**config.mk**
```make
export PLATFORM = sky130hd
export DESIGN_NAME = ram_arbiter
export DESIGN_NICKNAME = d
export VERILOG_FILES = /design/src/rtl/ram_arbiter.sv
export SDC_FILE = /design/constraint.sdc
export NUM_CORES = 1
export LEC_CHECK = 0
export CORE_AREA = 2 2 108 110
export CTS_CLUSTER_DIAMETER = 60
export DETAILED_ROUTE_END_ITERATION = 8
export DIE_AREA = 0 0 110 112
export PLACE_DENSITY = 0.76
export SLEW_MARGIN = 20
export SYNTH_ARGS = -nofsm -noshare
export SYNTH_HDL_FRONTEND = slang
export SYNTH_SLANG_ARGS = --single-unit
```
**constraint.sdc**
```tcl
create_clock -name clk -period 3.6 [get_ports clk]
set_input_delay 0.72 -clock clk [delete_from_list [all_inputs] [get_ports clk]]
set_output_delay 0.72 -clock clk [all_outputs]
set_load 0.02 [all_outputs]
```
**src/rtl/ram_arbiter.sv**
```systemverilog
// ram_arbiter
// Round-robin arbiter and sequencer in front of a single-port RAM with
// synchronous write and asynchronous read. Grants exactly one requester per
// cycle, supports locked bursts bounded to MAXB consecutive grants, and
// returns read data one cycle after the grant with a one-hot valid.
//
// Optional feature macro: RAM_ARB_FIXED_PRIO_EN
//   defined   -> idle arbitration is fixed priority (lowest index wins) and
//                the round-robin pointer stays at 0
//   undefined -> round-robin arbitration (default)
//
// Ports
//   clk       clock, all state on the rising edge
//   rst       synchronous active-high reset
//   req       per-requester request, held until granted
//   lock      with req, keep ownership for following cycles
//   we_in     per-requester write enable (1 write, 0 read)
//   adr_in    packed addresses, requester i at [i*N +: N]
//   din_in    packed write data, requester i at [i*M +: M]
//   gnt       one-hot combinational grant
//   rvalid    one-hot read-data-valid pulse
//   rdata     registered read data
//   ram_we    RAM write enable
//   ram_adr   RAM address
//   ram_din   RAM write data
//   ram_dout  RAM asynchronous read data
module ram_arbiter #(
  parameter int N    = 6,
  parameter int M    = 32,
  parameter int R    = 4,
  parameter int MAXB = 4
) (
  input  logic           clk,
  input  logic           rst,
  input  logic [R-1:0]   req,
  input  logic [R-1:0]   lock,
  input  logic [R-1:0]   we_in,
  input  logic [R*N-1:0] adr_in,
  input  logic [R*M-1:0] din_in,
  output logic [R-1:0]   gnt,
  output logic [R-1:0]   rvalid,
  output logic [M-1:0]   rdata,
  output logic           ram_we,
  output logic [N-1:0]   ram_adr,
  output logic [M-1:0]   ram_din,
  input  logic [M-1:0]   ram_dout
);

  localparam int PW = (R > 1) ? $clog2(R) : 1;
  localparam int CW = $clog2(MAXB + 1);

  localparam logic [0:0] ST_IDLE  = 1'b0;
  localparam logic [0:0] ST_BURST = 1'b1;

`ifdef RAM_ARB_FIXED_PRIO_EN
  localparam bit FIXED_PRIO = 1'b1;
`else
  localparam bit FIXED_PRIO = 1'b0;
`endif

  logic [0:0]    state_q, state_d;
  logic [PW-1:0] ptr_q, ptr_d;
  logic [PW-1:0] owner_q, owner_d;
  logic [CW-1:0] bcnt_q, bcnt_d;
  logic [M-1:0]  rdata_q, rdata_d;
  logic [R-1:0]  rvalid_q, rvalid_d;

  logic [PW-1:0] release_ptr;
  logic [PW-1:0] arb_ptr;
  logic [PW-1:0] win_idx;
  logic          win_found;
  logic          grant;
  logic [PW-1:0] gnt_idx;
  logic          is_read;

  function automatic logic [PW-1:0] inc_mod(input logic [PW-1:0] p);
    return (int'(p) == R - 1) ? '0 : p + 1'b1;
  endfunction

  // Pointer used when a burst ends, and the start point of the search. When
  // the owner drops req mid-burst the same cycle is arbitrated from the
  // post-burst pointer, so no bubble is inserted.
  assign release_ptr = FIXED_PRIO ? '0 : inc_mod(owner_q);
  assign arb_ptr     = FIXED_PRIO ? '0 :
                       ((state_q == ST_BURST) ? release_ptr : ptr_q);

  // First active request at or after arb_ptr, wrapping modulo R.
  always_comb begin
    win_found = 1'b0;
    win_idx   = '0;
    for (int k = 0; k < R; k++) begin
      if (!win_found && req[(int'(arb_ptr) + k) % R]) begin
        win_found = 1'b1;
        win_idx   = PW'((int'(arb_ptr) + k) % R);
      end
    end
  end

  always_comb begin
    state_d = state_q;
    ptr_d   = ptr_q;
    owner_d = owner_q;
    bcnt_d  = bcnt_q;
    grant   = 1'b0;
    gnt_idx = '0;
    if (rst) begin
      grant = 1'b0;
    end else if (state_q == ST_BURST && req[owner_q]) begin
      grant   = 1'b1;
      gnt_idx = owner_q;
      bcnt_d  = bcnt_q + 1'b1;
      if (!lock[owner_q] || (int'(bcnt_q) + 1 >= MAXB)) begin
        state_d = ST_IDLE;
        ptr_d   = release_ptr;
      end
    end else begin
      if (state_q == ST_BURST) begin
        state_d = ST_IDLE;
        ptr_d   = release_ptr;
      end
      if (win_found) begin
        grant   = 1'b1;
        gnt_idx = win_idx;
        if (lock[win_idx]) begin
          state_d = ST_BURST;
          owner_d = win_idx;
          bcnt_d  = CW'(1);
        end else if (!FIXED_PRIO) begin
          ptr_d = inc_mod(win_idx);
        end
      end
    end
  end

  for (genvar gi = 0; gi < R; gi++) begin : g_gnt
    assign gnt[gi] = grant && (gnt_idx == PW'(gi));
  end

  // With no grant gnt_idx is 0, so the RAM sees requester 0's bus.
  assign ram_adr = adr_in[int'(gnt_idx)*N +: N];
  assign ram_din = din_in[int'(gnt_idx)*M +: M];
  assign ram_we  = grant && we_in[gnt_idx];
  assign is_read = grant && !we_in[gnt_idx];

  assign rvalid_d = is_read ? gnt : '0;
  assign rdata_d  = is_read ? ram_dout : rdata_q;

  always_ff @(posedge clk) begin
    if (rst) begin
      state_q  <= ST_IDLE;
      ptr_q    <= '0;
      owner_q  <= '0;
      bcnt_q   <= '0;
      rvalid_q <= '0;
      rdata_q  <= '0;
    end else begin
      state_q  <= state_d;
      ptr_q    <= ptr_d;
      owner_q  <= owner_d;
      bcnt_q   <= bcnt_d;
      rvalid_q <= rvalid_d;
      rdata_q  <= rdata_d;
    end
  end

  assign rvalid = rvalid_q;
  assign rdata  = rdata_q;

endmodule

```
Yosys cells after proc, flatten, opt, wreduce, memory -nomap -nowiden
Cells that the tools add are included.
{"block": "totals", "out_inout_bits": 79, "romBits": 0, "memories": 0, "reg_bits": 44, "latch_bits": 0, "in_bits": 198, "word_cells": 107, "ramBits": 0}
{"block": "op_classes", "n_reduce_logical": 25, "n_shift": 2, "add_sub_neg": 7, "mul": 1, "eq_ne": 6, "bitwise_logic": 5, "magnitude_cmp": 8, "mux": 47, "div": 0}
{"cell": "128-bit by 8-bit indexed part select with 32-bit output", "count": 1}
{"cell": "2-bit 2-to-1 mux", "count": 14}
{"cell": "24-bit by 6-bit indexed part select with 6-bit output", "count": 1}
{"cell": "1-bit 2-to-1 mux", "count": 22}
{"cell": "1-bit binary-select mux with 2-bit select", "count": 8}
{"cell": "2-bit by 3-bit less-than comparator with 1-bit output, second input constant", "count": 4}
{"cell": "3-bit by 4-bit less-than comparator with 1-bit output, second input constant", "count": 3}
{"cell": "1-bit logical AND", "count": 10}
{"cell": "3-bit 2-to-1 mux", "count": 3}
{"cell": "2-bit OR reduction", "count": 4}
{"cell": "2-bit by 1-bit adder with 2-bit output, second input constant", "count": 3}
{"cell": "2-bit by 1-bit equality test with 1-bit output, second input constant", "count": 3}
{"cell": "1-bit logical NOT", "count": 5}
{"cell": "2-bit adder, second input constant", "count": 2}
{"cell": "3-bit by 1-bit adder with 4-bit output, second input constant", "count": 1}
{"cell": "2-bit equality test, second input constant", "count": 2}
{"cell": "4-bit by 3-bit >= comparator with 1-bit output, second input constant", "count": 1}
{"cell": "2-bit by 2-bit multiplier with 4-bit output, second input constant", "count": 1}
{"cell": "2-bit nonzero test", "count": 2}
{"cell": "3-bit by 1-bit adder with 3-bit output, second input constant", "count": 1}
{"cell": "1-bit bitwise AND, first input constant", "count": 3}
{"cell": "3-bit AND reduction", "count": 1}
{"cell": "2-bit logical NOT", "count": 1}
{"cell": "2-bit by 1-bit != test with 1-bit output, second input constant", "count": 1}
{"cell": "3 further kinds", "count": 4}

Longest topological paths before layout
{"block": "depth", "word_depth": 26, "ltp_mapped": 11}

Worst setup path before layout
Ideal clock, no wire load.
{"block": "synth_path", "path_kind": "flip-flop to output port", "from": "register owner_q[0]", "to": "output port ram_adr[0]", "required_ps": 2880, "path_stages_with_launch": 12, "n_path_buf": 3, "slack_ps": 156, "t_arrival_ps": 2724, "cell_sequence": "dfxtp_1 -> ha_1 -> or3b_1 -> buf_2 -> a2111o_1 -> nand3_2 -> buf_6 -> nand2_1 -> a21oi_1 -> buf_2 -> mux2i_1 -> o21ai_0"}
{"block": "synth_between", "elab_chain_cells": 20, "word_cells_on_any_way": 40}
{"item": "from (decl)", "line_no": "63", "source": "logic [PW-1:0] owner_q, owner_d;"}
{"item": "from (signal assigned)", "line_no": "159", "source": "owner_q <= owner_d;"}
{"item": "2-bit by 1-bit adder with 2-bit output or 2-bit by 1-bit equality test with 1-bit output (tied branches)", "line_no": "77", "source": "return (int'(p) == R - 1) ? '0 : p + 1'b1;"}
{"item": "2-bit 2-to-1 mux", "line_no": "77"}
{"item": "2-bit 2-to-1 mux", "line_no": "85", "source": "((state_q == ST_BURST) ? release_ptr : ptr_q);"}
{"item": "2-bit by 1-bit adder with 2-bit output or 1-bit binary-select mux with 2-bit select (tied branches)", "line_no": "92, 94"}
{"item": "1-bit binary-select mux with 2-bit select or 1-bit 2-to-1 mux (tied branches)", "line_no": "92", "source": "if (!win_found && req[(int'(arb_ptr) + k) % R]) begin"}
{"item": "1-bit 2-to-1 mux (implied by the code)", "line_no": "92"}
{"item": "1-bit 2-to-1 mux (implied by the code) or 1-bit logical NOT (tied branches)", "line_no": "92"}
{"item": "1-bit logical AND", "line_no": "92"}
{"item": "[... 4 more ...]"}
{"item": "1-bit logical NOT", "line_no": "92"}
{"item": "1-bit logical AND", "line_no": "92"}
{"item": "2-bit 2-to-1 mux or 1-bit 2-to-1 mux (tied branches)", "line_no": "92"}
{"item": "2-bit 2-to-1 mux", "line_no": "121", "source": "if (win_found) begin"}
{"item": "2-bit 2-to-1 mux *", "line_no": "108", "source": "end else if (state_q == ST_BURST && req[owner_q]) begin"}
{"item": "2-bit 2-to-1 mux *", "line_no": "106", "source": "if (rst) begin"}
{"item": "2-bit by 2-bit multiplier with 4-bit output *", "line_no": "140", "source": "assign ram_adr = adr_in[int'(gnt_idx)*N +: N];"}
{"item": "24-bit by 6-bit indexed part select with 6-bit output *", "line_no": "140"}
{"item": "to (decl)", "line_no": "44", "source": "output logic [N-1:0] ram_adr,"}
Mark *: on every way between the ends. The rest lies on a longest branch, timed or not. The select of a mux whose other input is x is not followed.

Worst setup path after layout
{"block": "layout_path", "from": "register owner_q[0]", "to": "output port ram_din[10]"}
{"block": "layout_between", "elab_chain_cells": 19, "word_cells_on_any_way": 39}
{"item": "2-bit by 1-bit adder with 2-bit output or 2-bit by 1-bit equality test with 1-bit output (tied branches)", "line_no": "77"}
{"item": "2-bit 2-to-1 mux", "line_no": "77"}
{"item": "2-bit 2-to-1 mux", "line_no": "85"}
{"item": "2-bit by 1-bit adder with 2-bit output or 1-bit binary-select mux with 2-bit select (tied branches)", "line_no": "92, 94"}
{"item": "1-bit binary-select mux with 2-bit select or 1-bit 2-to-1 mux (tied branches)", "line_no": "92"}
{"item": "1-bit 2-to-1 mux (implied by the code)", "line_no": "92"}
{"item": "1-bit 2-to-1 mux (implied by the code) or 1-bit logical NOT (tied branches)", "line_no": "92"}
{"item": "1-bit logical AND", "line_no": "92"}
{"item": "[... 3 more ...]"}
{"item": "1-bit 2-to-1 mux", "line_no": "92"}
{"item": "1-bit logical NOT", "line_no": "92"}
{"item": "1-bit logical AND", "line_no": "92"}
{"item": "2-bit 2-to-1 mux or 1-bit 2-to-1 mux (tied branches)", "line_no": "92"}
{"item": "2-bit 2-to-1 mux", "line_no": "121"}
{"item": "2-bit 2-to-1 mux *", "line_no": "108"}
{"item": "2-bit 2-to-1 mux *", "line_no": "106"}
{"item": "128-bit by 8-bit indexed part select with 32-bit output *", "line_no": "141", "source": "assign ram_din = din_in[int'(gnt_idx)*M +: M];"}
{"item": "to (decl)", "line_no": "45", "source": "output logic [M-1:0] ram_din,"}
Marked as above.

==> impl_metrics.json <==
{
  "die_x_microns": 110,
  "setup_slack_ps": 68.7,
  "avgViaCountPerCell": 5.18,
  "drc": 0,
  "crit_buf_inv": 4,
  "layout-drive-gt1-share": 0.253,
  "grt_pass1_wl_microns": 22600,
  "ys.flop_type": "dfxtp_1",
  "critPathMaxFanout": 6,
  "hp-class": "flip-flop to flip-flop",
  "drt-pass1-iter-count": 4,
  "irDropWorstVdd_mv": 0.483,
  "crit_family": "compound AO/OA/AOI/OAI gates",
  "syn-num-nets": 560,
  "syn_area_per_cell_sq_um": 9.36,
  "clock_skew_ps": 4.03,
  "die_height_microns": 112,
  "period_needed_ps": 3530,
  "synthCells": 360,
  "cp_cell_sequence": "ha_4 > or3b_4 > a2111o_1 > nand3_4 > buf_6 > nand3_4 > a21boi_4 > buf_12 > clkbuf_16 > a22oi_1 > o21ai_1 > buf_2",
  "yosysWarnings": 0,
  "cellPowerDensity_nw_per_um2": 716,
  "area_growth_pct": 107,
  "synth_edf_count": 0,
  "cts_tree": "yes",
  "ys_seq_elements": 44,
  "setup_violations": 0,
  "clkTransAtPathRegs_ps": 60,
  "postCtsHoldBufs": 0,
  "fin_nets": 867,
  "r2r_cells": 12,
  "cpMostUsedCell": "nand3_4",
  "power_uw": 4990,
  "hold_viol_final": 0,
  "hold-path-endpoint": "bcnt_q[1]$_SDFFE_PP0P_",
  "track_usage": 0.235,
  "holdCritStartpoint": "bcnt_q[1]$_SDFFE_PP0P_",
  "cp-start-kind": "flip-flop",
  "rsz0062_at_grt": "true",
  "hpwlAfterDp_microns": 11600,
  "vias": 4199,
  "grt_util_met2": 0.425,
  "ys_seq_area_frac": 0.261,
  "overflow": 0,
  "yosysTopAreaCellShare": 0.261,
  "arrival_ps": 2810,
  "htree_levels": 2,
  "grt_pass1_vias": 4399,
  "max_stage_delay_ps": 430,
  "cts_buffers": 5,
  "gp_congestion": 0.918,
  "detail-route-antenna-nets": 0,
  "drt_iter0_drc": 189,
  "die_area_sq_um": 12300,
  "start_util": 0.302,
  "drv_cap": 0,
  "clk_latency_ps": 280,
  "synth_cell_types": 53,
  "final_common_cell": "clkdlybuf4s50_1",
  "synth_area_sq_um": 3370,
  "root_buffer": "clkbuf_16",
  "routed_wl_microns": 15700,
  "rr_endpoint": "rdata[6]$_SDFFE_PP0P_",
  "tightest_slew_ps": 525,
  "met1_usage": 0.266,
  "slowest_stage": "or3b_4",
  "async_flop_share": 0,
  "antenna_found_initial": 0,
  "dpl_worst_slack_ps": -544,
  "crit-reg2reg-launch": "owner_q[0]$_SDFFE_PP0P_",
  "ctsLongestPathBuffers": 2,
  "grt_max_degree": 40,
  "port_buffers": 276,
  "leakage_uw": 0.00281,
  "final_cell_mix": "clkdlybuf4s50_1, buf_4, mux2i_1",
  "antenna_cells": 0,
  "fmaxAchievable_ghz": 0.283,
  "coreArea_sq_um": 11200,
  "status": "finished, final reports clean",
  "synth_area_leaders": "dfxtp_1, mux2i_1, mux2_4, a22oi_1, nor2b_1",
  "crit_path_end_kind": "primary output",
  "relSlewSlack": 0.647,
  "critical_path_required_ps": 2880,
  "core.rowCount": 39,
  "critical_path_class": "flip-flop to primary output",
  "yosys.area.top_type": "dfxtp_1",
  "whs_path_depth": 2,
  "period_share": 0.981,
  "cts.sinks": 44,
  "post_drt_wl_per_cell_microns": 19.3,
  "io_pins": 277,
  "gr-max-usage-layer": "met2",
  "r2r_setup_slack_ps": 470,
  "slew_viol_final": 0,
  "use_met3": 0.0515
}
[routing by layer]
| metal | part of all wire | up-vias |
|---|---|---|
| met2 | 0.52 | 219 |
| met3 | 0.073 | 34 |
| met4 | 0.031 | 0 |
| met5 | 0 | - |
| li1 | - | 1969 |
| met1 | 0.37 | 1977 |
[state kept, by name, indices dropped and copies added (netlist names)]
name,cells
bcnt_q,3
owner_q,2
ptr_q,2
rdata,32
rvalid,4
state_q,1
[Yosys cell counts (all sizes together) (10+ instances only)]
cell type	count
mux2i	47
nor2b	33
o21ai	40
dfxtp	44
nand2	10
a22oi	40
a21oi	12
nor2	17
clkbuf	15
buf	13
mux2	35
[through the flow]
stage	instance area, sq um	util	hold slack, ps	std cells	setup TNS (ps)
after floorplan	3370	-	510	360	0
after global placement	6520	0.584	525	789	-16290
after detailed placement	6520	0.584	570	789	-20420
after CTS	6670	0.597	584	802	-42.4
after global routing	6970	0.624	595	811	-273
final	6970	0.624	581	811	0
[cell type report]
class,instances,area [sq um]
inverter,1,3.75
clock inverter,3,46.3
tap,143,179
multi-input combinational,287,2460
timing repair buffer,328,3270
sequential,44,885
clock buffer,5,125
fill,937,4200
[power by group]
group / internal [uW] / leakage, uW / switching (uW)
Combinational: 1910 / 0.00236 / 1820
Sequential: 657 / 0.000365 / 89.0
Clock: 330 / 0.0000804 / 188
[worst max path at each step]
| stage | startpoint | endpoint | slack, ps | cells past startpoint |
|---|---|---|---|---|
| after floorplan | owner_q[0]$_SDFFE_PP0P_ | ram_adr[0] | 160 | 11 |
| after global placement | req[0] | gnt[2] | -450 | 8 |
| after detailed placement | req[2] | ram_din[17] | -540 | 10 |
| after CTS | owner_q[0]$_SDFFE_PP0P_ | ram_din[4] | -20 | 12 |
| after global routing | owner_q[0]$_SDFFE_PP0P_ | ram_din[20] | -30 | 12 |
| final | owner_q[0]$_SDFFE_PP0P_ | ram_din[10] | 70 | 12 |
[logic make-up (layout without fill, tap and decap cells)]
family          Yosys count  after routing  share of synthesized area
xor+xnor                  1              1                    0.00260
flops                    44             44                      0.261
fa+ha+maj                 2              2                    0.00743
mux                      83             83                      0.297
compound gates          113            113                      0.226
buf+inv                  29            337                     0.0479
simple gates             88             88                      0.158
[tightest hold or removal path: cells and delay by family, from the launching register on]
| kind | cells | cell delay, ps |
|---|---|---|
| flip-flops | 1 | 330 |
| AO/OA/AOI/OAI | 2 | 200 |
[repair_timing]
| action | in CTS | in global routing |
|---|---|---|
| gates resized for setup | 223 | 58 |
| pin swaps | 4 | 7 |
| setup buffers | 2 | 3 |
| endpoints found under the setup margin | 43 | 43 |
| gates cloned | 3 | 6 |
(Power assumes the default switching activity.)
